## src/rtl/hvirq_pkg.sv

```systemverilog
// Shared constants and configuration type for the hypervisor virtual-interrupt unit.
package hvirq_pkg;

  typedef struct packed {
    int   XLEN;
    logic S_MODE;
    logic U_MODE;
    logic M_MODE;
  } cvw_t;

  localparam cvw_t CVW_DEFAULT = '{XLEN: 64, S_MODE: 1'b1, U_MODE: 1'b1, M_MODE: 1'b1};

  localparam int VSSI_BIT = 2;
  localparam int VSTI_BIT = 6;
  localparam int VSEI_BIT = 10;

  localparam logic [4:0] CAUSE_VSSI = 5'd1;
  localparam logic [4:0] CAUSE_VSTI = 5'd5;
  localparam logic [4:0] CAUSE_VSEI = 5'd9;

  localparam int VGEIN_HI = 17;
  localparam int VGEIN_LO = 12;

  localparam logic [1:0] PRIV_U = 2'b00;
  localparam logic [1:0] PRIV_S = 2'b01;

endpackage

```

## src/rtl/hvirqsync.sv

```systemverilog
// Parameterized-width two-flop synchronizer with synchronous active-high reset.
module hvirqsync #(
  parameter int WIDTH = 1
) (
  input  logic             clk,
  input  logic             reset,
  input  logic [WIDTH-1:0] d,
  output logic [WIDTH-1:0] q
);

  logic [WIDTH-1:0] meta_q;
  logic [WIDTH-1:0] sync_q;

  always_ff @(posedge clk) begin
    if (reset) begin
      meta_q <= '0;
      sync_q <= '0;
    end else begin
      meta_q <= d;
      sync_q <= meta_q;
    end
  end

  assign q = sync_q;

endmodule

```

## src/rtl/hvirq.sv

```systemverilog
// Hypervisor virtual-interrupt unit: hgeip capture, SGEIP/VSEIP and VS interrupt selection.
// Define HVIRQ_SYNC_EN to put a 2-flop synchronizer in front of the hgeip capture flops.
module hvirq
  import hvirq_pkg::*;
#(
  parameter cvw_t P      = CVW_DEFAULT,
  parameter int   GEILEN = 7
) (
  input  logic              clk,
  input  logic              reset,
  input  logic [GEILEN-1:0] GEIRaw,
  input  logic              StallW,
  input  logic [P.XLEN-1:0] HSTATUS_REGW,
  input  logic [P.XLEN-1:0] HIDELEG_REGW,
  input  logic [P.XLEN-1:0] HIE_REGW,
  input  logic [11:0]       HVIP_REGW,
  input  logic [P.XLEN-1:0] HGEIE_REGW,
  input  logic              VSSIEW,
  input  logic [1:0]        PrivilegeModeW,
  input  logic              VirtModeW,
  output logic [P.XLEN-1:0] HGEIP_REGW,
  output logic              SGEIPM,
  output logic              VSEIPM,
  output logic              VSIntPendingM,
  output logic [4:0]        VSIntCauseM
);

  logic [GEILEN-1:0] gei_sync;

`ifdef HVIRQ_SYNC_EN
  hvirqsync #(.WIDTH(GEILEN)) u_sync (
    .clk   (clk),
    .reset (reset),
    .d     (GEIRaw),
    .q     (gei_sync)
  );
`else
  assign gei_sync = GEIRaw;
`endif

  logic [P.XLEN-1:0] hgeip_d, hgeip_q;
  logic              sgeip_d, sgeip_q;
  logic              vseip_d, vseip_q;
  logic              pend_d, pend_q;
  logic [4:0]        cause_d, cause_q;
  logic [5:0]        vgein;
  logic              vgein_hit;
  logic              vssi, vsti, vsei, takeable;

  assign vgein = HSTATUS_REGW[VGEIN_HI:VGEIN_LO];

  // Guest lines land in bits GEILEN:1; bit 0 and everything above GEILEN stay 0.
  always_comb begin
    hgeip_d             = '0;
    hgeip_d[GEILEN:1]   = gei_sync;
  end

  // VGEIN of 0 or beyond GEILEN matches no loop index, so it selects nothing.
  always_comb begin
    vgein_hit = 1'b0;
    for (int i = 1; i <= GEILEN; i++) begin
      if (vgein == 6'(i)) vgein_hit = hgeip_q[i];
    end
  end

  always_comb begin
    sgeip_d  = |(hgeip_q[GEILEN:1] & HGEIE_REGW[GEILEN:1]);
    vseip_d  = HVIP_REGW[VSEI_BIT] | vgein_hit;
    vsei     = vseip_d & HIE_REGW[VSEI_BIT] & HIDELEG_REGW[VSEI_BIT];
    vssi     = HVIP_REGW[VSSI_BIT] & HIE_REGW[VSSI_BIT] & HIDELEG_REGW[VSSI_BIT];
    vsti     = HVIP_REGW[VSTI_BIT] & HIE_REGW[VSTI_BIT] & HIDELEG_REGW[VSTI_BIT];
    takeable = VirtModeW &&
               ((PrivilegeModeW == PRIV_U) || ((PrivilegeModeW == PRIV_S) && VSSIEW));
    pend_d   = takeable & (vsei | vssi | vsti);
    cause_d  = '0;
    if (takeable) begin
      if (vsei)      cause_d = CAUSE_VSEI;
      else if (vssi) cause_d = CAUSE_VSSI;
      else if (vsti) cause_d = CAUSE_VSTI;
    end
  end

  always_ff @(posedge clk) begin
    if (reset) begin
      hgeip_q <= '0;
      sgeip_q <= 1'b0;
      vseip_q <= 1'b0;
      pend_q  <= 1'b0;
      cause_q <= '0;
    end else if (!StallW) begin
      hgeip_q <= hgeip_d;
      sgeip_q <= sgeip_d;
      vseip_q <= vseip_d;
      pend_q  <= pend_d;
      cause_q <= cause_d;
    end
  end

  assign HGEIP_REGW    = hgeip_q;
  assign SGEIPM        = sgeip_q;
  assign VSEIPM        = vseip_q;
  assign VSIntPendingM = pend_q;
  assign VSIntCauseM   = cause_q;

  // Only a few CSR fields matter here; the rest are deliberately ignored.
  logic unused_inputs;
  assign unused_inputs = ^{HSTATUS_REGW, HIDELEG_REGW, HIE_REGW, HGEIE_REGW, HVIP_REGW,
                           P.S_MODE, P.U_MODE, P.M_MODE};

endmodule

```

## config.mk

```make
export PLATFORM = sky130hd
export DESIGN_NAME = hvirq
export DESIGN_NICKNAME = d
export VERILOG_FILES = /design/src/rtl/hvirq_pkg.sv /design/src/rtl/hvirqsync.sv /design/src/rtl/hvirq.sv
export SDC_FILE = /design/constraint.sdc
export NUM_CORES = 1
export LEC_CHECK = 0
export CAP_MARGIN = 15
export CORE_AREA = 10 10 131 133
export DETAILED_ROUTE_END_ITERATION = 7
export DIE_AREA = 0 0 141 143
export PLACE_DENSITY_LB_ADDON = 0.2
export SYNTH_ARGS = -nofsm -noshare
export SYNTH_HDL_FRONTEND = slang
export SYNTH_SLANG_ARGS = --single-unit
```

## constraint.sdc

```tcl
create_clock -name clk -period 1.9 [get_ports clk]
set_input_delay 0.38 -clock clk [delete_from_list [all_inputs] [get_ports clk]]
set_output_delay 0.38 -clock clk [all_outputs]
set_load 0.1 [all_outputs]
```

Yosys cells after proc, flatten, opt, wreduce, memory -nomap -nowiden
Cells that the tools add are included.
{ "word_totals": {"ff_bits": 15, "latchBits": 0, "ramBits": 0, "mem_bits_ro": 0, "output_inout_bits": 72, "memories": 0} }
{ "op_classes": {"n_addsub": 0, "multipliers": 0, "div": 0, "order_cmp": 0, "n_eq_ne": 8, "shifts": 0, "n_mux": 11, "bitwise": 11, "n_reduce_logical": 5} }
{ "op_table": {"columns": ["op", "count"], "rows": [
  ["== test 6 x 3 -> 1 bit (second input constant)", 4],
  ["== test 6 x 2 -> 1 bit (second input constant)", 2],
  ["2-to-1 mux 4 bit", 2],
  ["bitwise AND 1 bit", 7],
  ["bitwise AND 7 bit", 1],
  ["2-to-1 mux 1 bit", 7],
  ["OR reduction 7 bit", 1],
  ["== test 6 x 1 -> 1 bit (second input constant)", 1],
  ["2-to-1 mux 3 bit", 2],
  ["OR 1 bit", 3],
  ["== test 2 x 1 -> 1 bit (second input constant)", 1],
  ["logical AND 1 bit", 2],
  ["logical NOT 2 bit", 1],
  ["logical OR 1 bit", 1]
]} }

Longest topological paths before layout
Gate-level depths: netlist (run 1).
{ "depth": {"depth_word": 14, "ltp_mapped": 5} }

Worst setup path before layout (run 1)
OpenSTA, ideal clock, no wires.
{ "synth_path": {"path_type": "register to register", "start": "reg hgeip_q[5], in the netlist HGEIP_REGW[5]", "end": "reg pend_q, in the netlist VSIntPendingM", "t_arrival_ns": 2.193, "slack_ns": -0.380, "path_stages_with_launch": 5, "n_path_buf": 0, "period_less_slack_ns": 2.280, "path_cell_list": "dfxtp_1 > mux4_1 > nor3b_1 > or4_4 > a221oi_2"} }
{ "synth_between": {"elab_chain_cells": 9} }
{ "synth_rtl": {"columns": ["item", "line", "source"], "rows": [
  ["start, declared", "hvirq.sv:41", "logic [P.XLEN-1:0] hgeip_d, hgeip_q;"],
  ["start signal, assigned", "hvirq.sv:91", "hgeip_q <= hgeip_d;"],
  ["2-to-1 mux 1 bit (3 in series)", "hvirq.sv:62", "if (vgein == 6'(i)) vgein_hit = hgeip_q[i];"],
  ["OR 1 bit", "hvirq.sv:68", "vseip_d = HVIP_REGW[VSEI_BIT] | vgein_hit;"],
  ["bitwise AND 1 bit (2 in series)", "hvirq.sv:69", "vsei = vseip_d & HIE_REGW[VSEI_BIT] & HIDELEG_REGW[VSEI_BIT];"],
  ["OR 1 bit (2 in series)", "hvirq.sv:74", "pend_d = takeable & (vsei | vssi | vsti);"],
  ["bitwise AND 1 bit", "hvirq.sv:74", null],
  ["end signal, assigned", "hvirq.sv:94", "pend_q <= pend_d;"],
  ["end, declared", "hvirq.sv:44", "logic pend_d, pend_q;"]
]} }
Every way passes these cells.
A chain may end at the register's enable or synchronous reset.

Worst setup path in the final report (run 1)
{ "layout_path": {"start": "in HSTATUS_REGW[13]", "end": "reg cause_q[0], in the netlist VSIntCauseM[0]"} }
{ "layout_between": {"elab_chain_cells": 13, "word_cells_on_any_way": 19, "cone_classes": "7 x eq/ne; 9 x mux; 3 x bitwise"} }
{ "layout_rtl": {"columns": ["item", "line", "source"], "rows": [
  ["start, declared", "hvirq.sv:13", "input logic [P.XLEN-1:0] HSTATUS_REGW,"],
  ["== test 6 x 1 -> 1 bit", "hvirq.sv:62", null],
  ["2-to-1 mux 1 bit (6 in series)", "hvirq.sv:62", null],
  ["2-to-1 mux 1 bit *", "hvirq.sv:62", null],
  ["OR 1 bit *", "hvirq.sv:68", null],
  ["bitwise AND 1 bit * (2 in series)", "hvirq.sv:69", null],
  ["2-to-1 mux 4 bit *", "hvirq.sv:77", "if (vsei) cause_d = CAUSE_VSEI;"],
  ["2-to-1 mux 4 bit *", "hvirq.sv:76", "if (takeable) begin"],
  ["end signal, assigned", "hvirq.sv:95", "cause_q <= cause_d;"],
  ["end, declared", "hvirq.sv:45", "logic [4:0] cause_d, cause_q;"]
]} }
Every way passes the cells marked *; elsewhere a longest branch is shown, timed or not.

==> results of run 1 <==
-- routing by layer --
metal / track usage, % / wire length [µm] / share of wire [%]
met5: 0 / 13 / 0.31
met4: 1.14 / 29 / 0.68
met3: 4.48 / 985 / 23
met2: 5.52 / 1700 / 40
met1: 3.84 / 1510 / 36
-- state kept, by name (all words and copies together), names as in the netlist --
signal	count
VSEIPM	1
VSIntCauseM	3
VSIntPendingM	1
HGEIP_REGW	7
SGEIPM	1
-- worst paths after layout --
kind / end / cells after the start
worst max-delay path: VSIntCauseM[0] / 6
worst min-delay path: SGEIPM / 2
worst max register to register: VSIntCauseM[0] / 5
worst min register to register: SGEIPM / 2
-- report_power, final --
| group | switching, mW | internal [mW] | leakage, nW |
|---|---|---|---|
| logic | 0.657 | 0.129 | 0.597 |
| clock network | 0.115 | 0.280 | 0.0409 |
| registers | 0.0171 | 0.286 | 0.110 |
| total | 0.789 | 0.695 | 0.748 |
-- worst min-delay path: stages, from the launching register on --
cell	delay (ns)
dfxtp_1	0.31
inv_1	0.05
a221oi_1	0.06
-- area by class of cell --
class	instances	area, µm²
antenna	1	2.50
clock buffer	3	75.1
clock inverter	1	5.00
fill	1673	12600
inverter	1	3.75
multi-input combinational	107	586
sequential	13	277
tap	184	230
timing repair buffer	56	597
-- kinds of logic (layout without fill, tap and decap cells) --
kind of cell / Yosys count / in the layout / share of synthesized area, %
other: 1 / 60 / 0.346
DFF: 13 / 13 / 24.0
AOI/OAI and AO/OA: 13 / 13 / 10.8
and+or+nand+nor: 26 / 26 / 12.7
muxes: 9 / 9 / 9.92
buffers and inverters: 63 / 61 / 42.2
-- placed cells by master (no fill, tap or decap) --
cell type / instances
clkinv_2: 1
buf_12: 7
nor2_1: 9
dlymetal6s2s_1: 1
conb_1: 59
nor3b_2: 1
nand3b_1: 1
dfxtp_1: 6
o2bb2ai_1: 1
nand3_1: 2
o31ai_2: 1
a21oi_1: 3
nor3_1: 1
clkbuf_16: 3
a221oi_2: 2
a2111oi_0: 1
a211oi_1: 1
nand2_1: 5
nand2b_1: 2
or4_2: 1
mux4_2: 1
or4_4: 1
mux2i_1: 7
dlygate4sd2_1: 1
and3_1: 1
dfxtp_4: 3
buf_4: 14
dfxtp_2: 4
and3b_2: 1
mux2_2: 1
a22o_1: 2
diode_2: 1
nor4_1: 1
clkdlybuf4s50_1: 33
inv_1: 1
a221oi_1: 2
-- timing repair --
action                                 CTS  global route
endpoints found under the hold margin    0             0
pin swaps                                4             0
setup endpoints to repair                5             5
gates resized for setup                  1             3
hold buffers                             0             0
==> flow_summary.toml, run 1 <==
[layout]
drive_above_1_share_pct = 22.7
utilization_pct = 12.3
syn_to_final_growth_pct = 63.7
finalInstanceArea_um2 = 1780
layoutNonFillerInstCount = 366
nets = 464

[floorplanning]
die_x_um = 141
start_util_pct = 7.52
ios = 354
die_h_um = 143
fp-row-count = 44
design.core.area_um2 = 14400
dieArea_um2 = 20200

[route]
routedWlPerCell_um = 11.6
drt-total-wl_um = 4240
vias = 867
vias_per_cell = 2.37
drc = 0
ant_nets = 0
first_pass_iters = 4
drtIter0Drc = 11

[clock_tree]
post_cts_buffers = 0
cts_root_buffer = "clkbuf_16"
numCtsBuffers = 3
htreeDepth = 1
numClockSinks = 13
clockBufferDepth = 2
tritoncts = "yes"
clk_latency_ns = 0.24
clk_pin_slew_ns = 0.05

[timing]
fin_crit_ns = 1.67
whs_ns = 0.473
setup_violations = 0
worst_slack_ns = 0.226
setup_total_negative_slack_ns = 0
skew_ns = 0.00269
min_period_over_period_pct = 88.1
rsz0062_at_grt = "false"
finalHoldViolations = 0
slew_violations = 0
fmax_ghz = 0.597

[grt]
grt-ovfl-total = 0
antenna_found_initial = 2
grt_pass1_vias = 1079
grt_max_degree = 15
track_usage_pct = 3.99
grt_pass1_wl_um = 6180

[worst_setup_path]
cp_slowest_cell = "or4_4"
cp-end-kind = "flip-flop"
critical_path_buf_inv_count = 2
crit_chain = "dlygate4sd2_1 -> mux2_2 -> a2111oi_0 -> buf_4 -> or4_4 -> a221oi_2"
crit_type = "in2reg"
r2r_slack_ns = 0.30
crit_family = "simple AND/OR/NAND/NOR gates"
path_max_fanout = 4
worst_path_largest_cell_delay_ns = 0.52
worstSetupStartpoint = "HSTATUS_REGW[13]"
timing.rr.start = "HGEIP_REGW[2]"
crit_arrival_ns = 1.83
worstSetupStartpointType = "input port"
worstPathRequired_ns = 2.06

[logic_synthesis]
yosys.area.top_type = "buf_4"
yosys_most_used_dff = "dfxtp_1"
yosys.cell_count.top_type = "buf_4"
synth_common_cells = "buf_4 (59), dfxtp_1 (13), nor2_1 (9)"
yosysWarnings = 0
synth_cell_types = 29
synthArstFlopShare_pct = 0
syn_inst = 125
avgSynthCellArea_um2 = 8.68
ys_seq_elements = 13
synth_edf_count = 0
synthTopCellsByArea = "buf_4 (41%), dfxtp_1 (24%), mux2i_1 (6.5%), nor2_1 (3.1%), a221oi_2 (2.8%)"
syn_area_um2 = 1080
synth_top_area_share_pct = 40.8
ys_seq_area_share_pct = 24.0

[placed_design]
place_congestion = 0.662
port_buffers = 48
dp.cells = 361
post_dp_cell_area_um2 = 1690
hpwl_um = 3840
pre_cts_slack_ns = -0.331

[power_and_ir_drop]
leakage_nw = 0.748
peakVddDrop_v = 0.000259
p_per_area_nw_per_um2 = 836
total_power_mw = 1.48

[run]
drv_cap = 0

[hold_path]
min-delay-start = "SGEIPM"
hold_class = "reg2reg"

[status]
outcome = "finished, final reports clean"
(Power assumes the default switching activity.)
==> run 2: changes to the inputs <==
--- a/config.mk
+++ b/config.mk
@@ -10,6 +10,7 @@
 export DETAILED_ROUTE_END_ITERATION = 7
 export DIE_AREA = 0 0 141 143
 export PLACE_DENSITY_LB_ADDON = 0.2
+export SLEW_MARGIN = 20
 export SYNTH_ARGS = -nofsm -noshare
 export SYNTH_HDL_FRONTEND = slang
 export SYNTH_SLANG_ARGS = --single-unit
==> results of run 2 <==
Final layout, timing and power as in run 1 (identical DEF).
==> run 3: changes to the inputs <==
--- a/config.mk
+++ b/config.mk
@@ -9,7 +9,6 @@
 export CORE_AREA = 10 10 131 133
 export DETAILED_ROUTE_END_ITERATION = 7
 export DIE_AREA = 0 0 141 143
-export PLACE_DENSITY_LB_ADDON = 0.2
 export SLEW_MARGIN = 20
 export SYNTH_ARGS = -nofsm -noshare
 export SYNTH_HDL_FRONTEND = slang
==> flow_summary.toml, run 3 (same netlist as run 1, synthesis figures left out) <==
[status]
outcome = "finished, final reports clean"

[worst_setup_path]
crit_chain = "clkdlybuf4s50_1 -> nor3_2 -> buf_4 -> nor2_1 -> or4_4 -> a221oi_2"
path_max_fanout = 4
crit_arrival_ns = 1.88
cp-end-kind = "flip-flop"
cp_slowest_cell = "or4_4"
crit_type = "in2reg"
critical_path_buf_inv_count = 2
worstSetupStartpointType = "input port"
crit_family = "simple AND/OR/NAND/NOR gates"
worst_path_largest_cell_delay_ns = 0.46
worstPathRequired_ns = 2.06

[floorplanning]
dieArea_um2 = 20200
ios = 354
design.core.area_um2 = 14400
start_util_pct = 7.52
fp-row-count = 44
die_h_um = 143
die_x_um = 141

[timing]
fmax_ghz = 0.578
slew_violations = 0
setup_violations = 0
min_period_over_period_pct = 91.0
skew_ns = 0.00608
finalHoldViolations = 0
fin_crit_ns = 1.73
whs_ns = 0.504
rsz0062_at_grt = "false"
setup_total_negative_slack_ns = 0

[grt]
antenna_found_initial = 2
grt_max_degree = 15
grt_pass1_vias = 1019
grt-ovfl-total = 0
grt_pass1_wl_um = 6030
track_usage_pct = 3.98

[placed_design]
post_dp_cell_area_um2 = 1770
dp.cells = 362
hpwl_um = 4010
place_congestion = 0.723
port_buffers = 48

[clock_tree]
cts_root_buffer = "clkbuf_16"
clk_pin_slew_ns = 0.05
hold_buffers = 0
clk_latency_ns = 0.24
htreeDepth = 1
tritoncts = "yes"
post_cts_buffers = 0
numClockSinks = 13
numCtsBuffers = 3
clockBufferDepth = 2

[power_and_ir_drop]
leakage_nw = 0.764
p_per_area_nw_per_um2 = 813
peakVddDrop_v = 0.000362

[layout]
fillers = 1659
nets = 465
layoutNonFillerInstCount = 368
drive_above_1_share_pct = 23.6
largest_reg_flops = 7
syn_to_final_growth_pct = 72.1
utilization_pct = 12.9
final_common_cell = "conb_1"
final_cell_mix = "conb_1 (59), clkdlybuf4s50_1 (33), buf_12 (13)"
finalInstanceArea_um2 = 1870

[run]
drv_cap = 0

[route]
drt-total-wl_um = 4360
vias = 871
first_pass_iters = 4
routedWlPerCell_um = 11.8
drtIter0Drc = 20
drc = 0
vias_per_cell = 2.37
ant_nets = 0

[hold_path]
hold_class = "reg2reg"
## run 3: cell types whose count changed in the layout (fill, tap and decap cells not counted)
cell and change:
buf_12 +6, buf_4 -5, a2111oi_0 -1, a2111oi_2 +1, clkbuf_1 +1, clkinv_2 -1
diode_2 +1, dlygate4sd2_1 +1, dlymetal6s2s_1 -1, nor3_1 -1, nor3_2 +1
## run 3: metrics by stage
step	setup WS, ns	power, mW
2_1_floorplan	0.00765	1.04
3_3_place_gp	-0.432	1.11
3_5_place_dp	-0.425	1.11
4_1_cts	0.0172	1.53
5_1_grt	0.0717	1.56
6_report	0.171	1.52
## run 3: final cells by class
type	count	area, µm²	area share (%)
sequential	13	277	14.8
clock buffer	4	78.8	4.22
tap	184	230	12.3
timing repair buffer	57	676	36.2
inverter	1	3.75	0.201
multi-input combinational	107	597	32.0
antenna	2	5.00	0.268
## run 3: final timing paths
path | from | endpoint | slack [ns] | cells after the start
worst max-delay path | HSTATUS_REGW[15] | VSIntCauseM[0] | 0.17 | 6
worst min-delay path | VSEIPM | VSEIPM | 0.50 | 2
worst max register to register | HGEIP_REGW[2] | VSIntCauseM[0] | 0.23 | 5
worst min register to register | VSEIPM | VSEIPM | 0.50 | 2
## run 3: repair_timing
item,4_1_cts,5_1_grt
endpoints found under the setup margin,5,3
resized for setup,7,0
endpoints found under the hold margin,0,0
pin swaps,1,2
## run 3: worst register-to-register path, cell delays in order, from the launching register on
cell	delay (ns)
dfxtp_2	0.40
and3b_2	0.21
a2111oi_2	0.04
buf_4	0.14
or4_4	0.55
a221oi_2	0.24
## run 3: layer usage
metal	GRT usage, %	vias to the layer above	share of wire, %
met1	3.93	378	38
met3	3.45	2	16
met5	0	-	0
met2	6.43	67	45
met4	0.489	0	0.28
li1	-	424	-
## run 3: power by group
group	leakage [nW]	switching (mW)	total (mW)	internal (mW)
Combinational	0.616	0.660	0.807	0.148
Sequential	0.110	0.0204	0.306	0.286
Clock	0.0382	0.121	0.404	0.284
Total	0.764	0.801	1.52	0.718
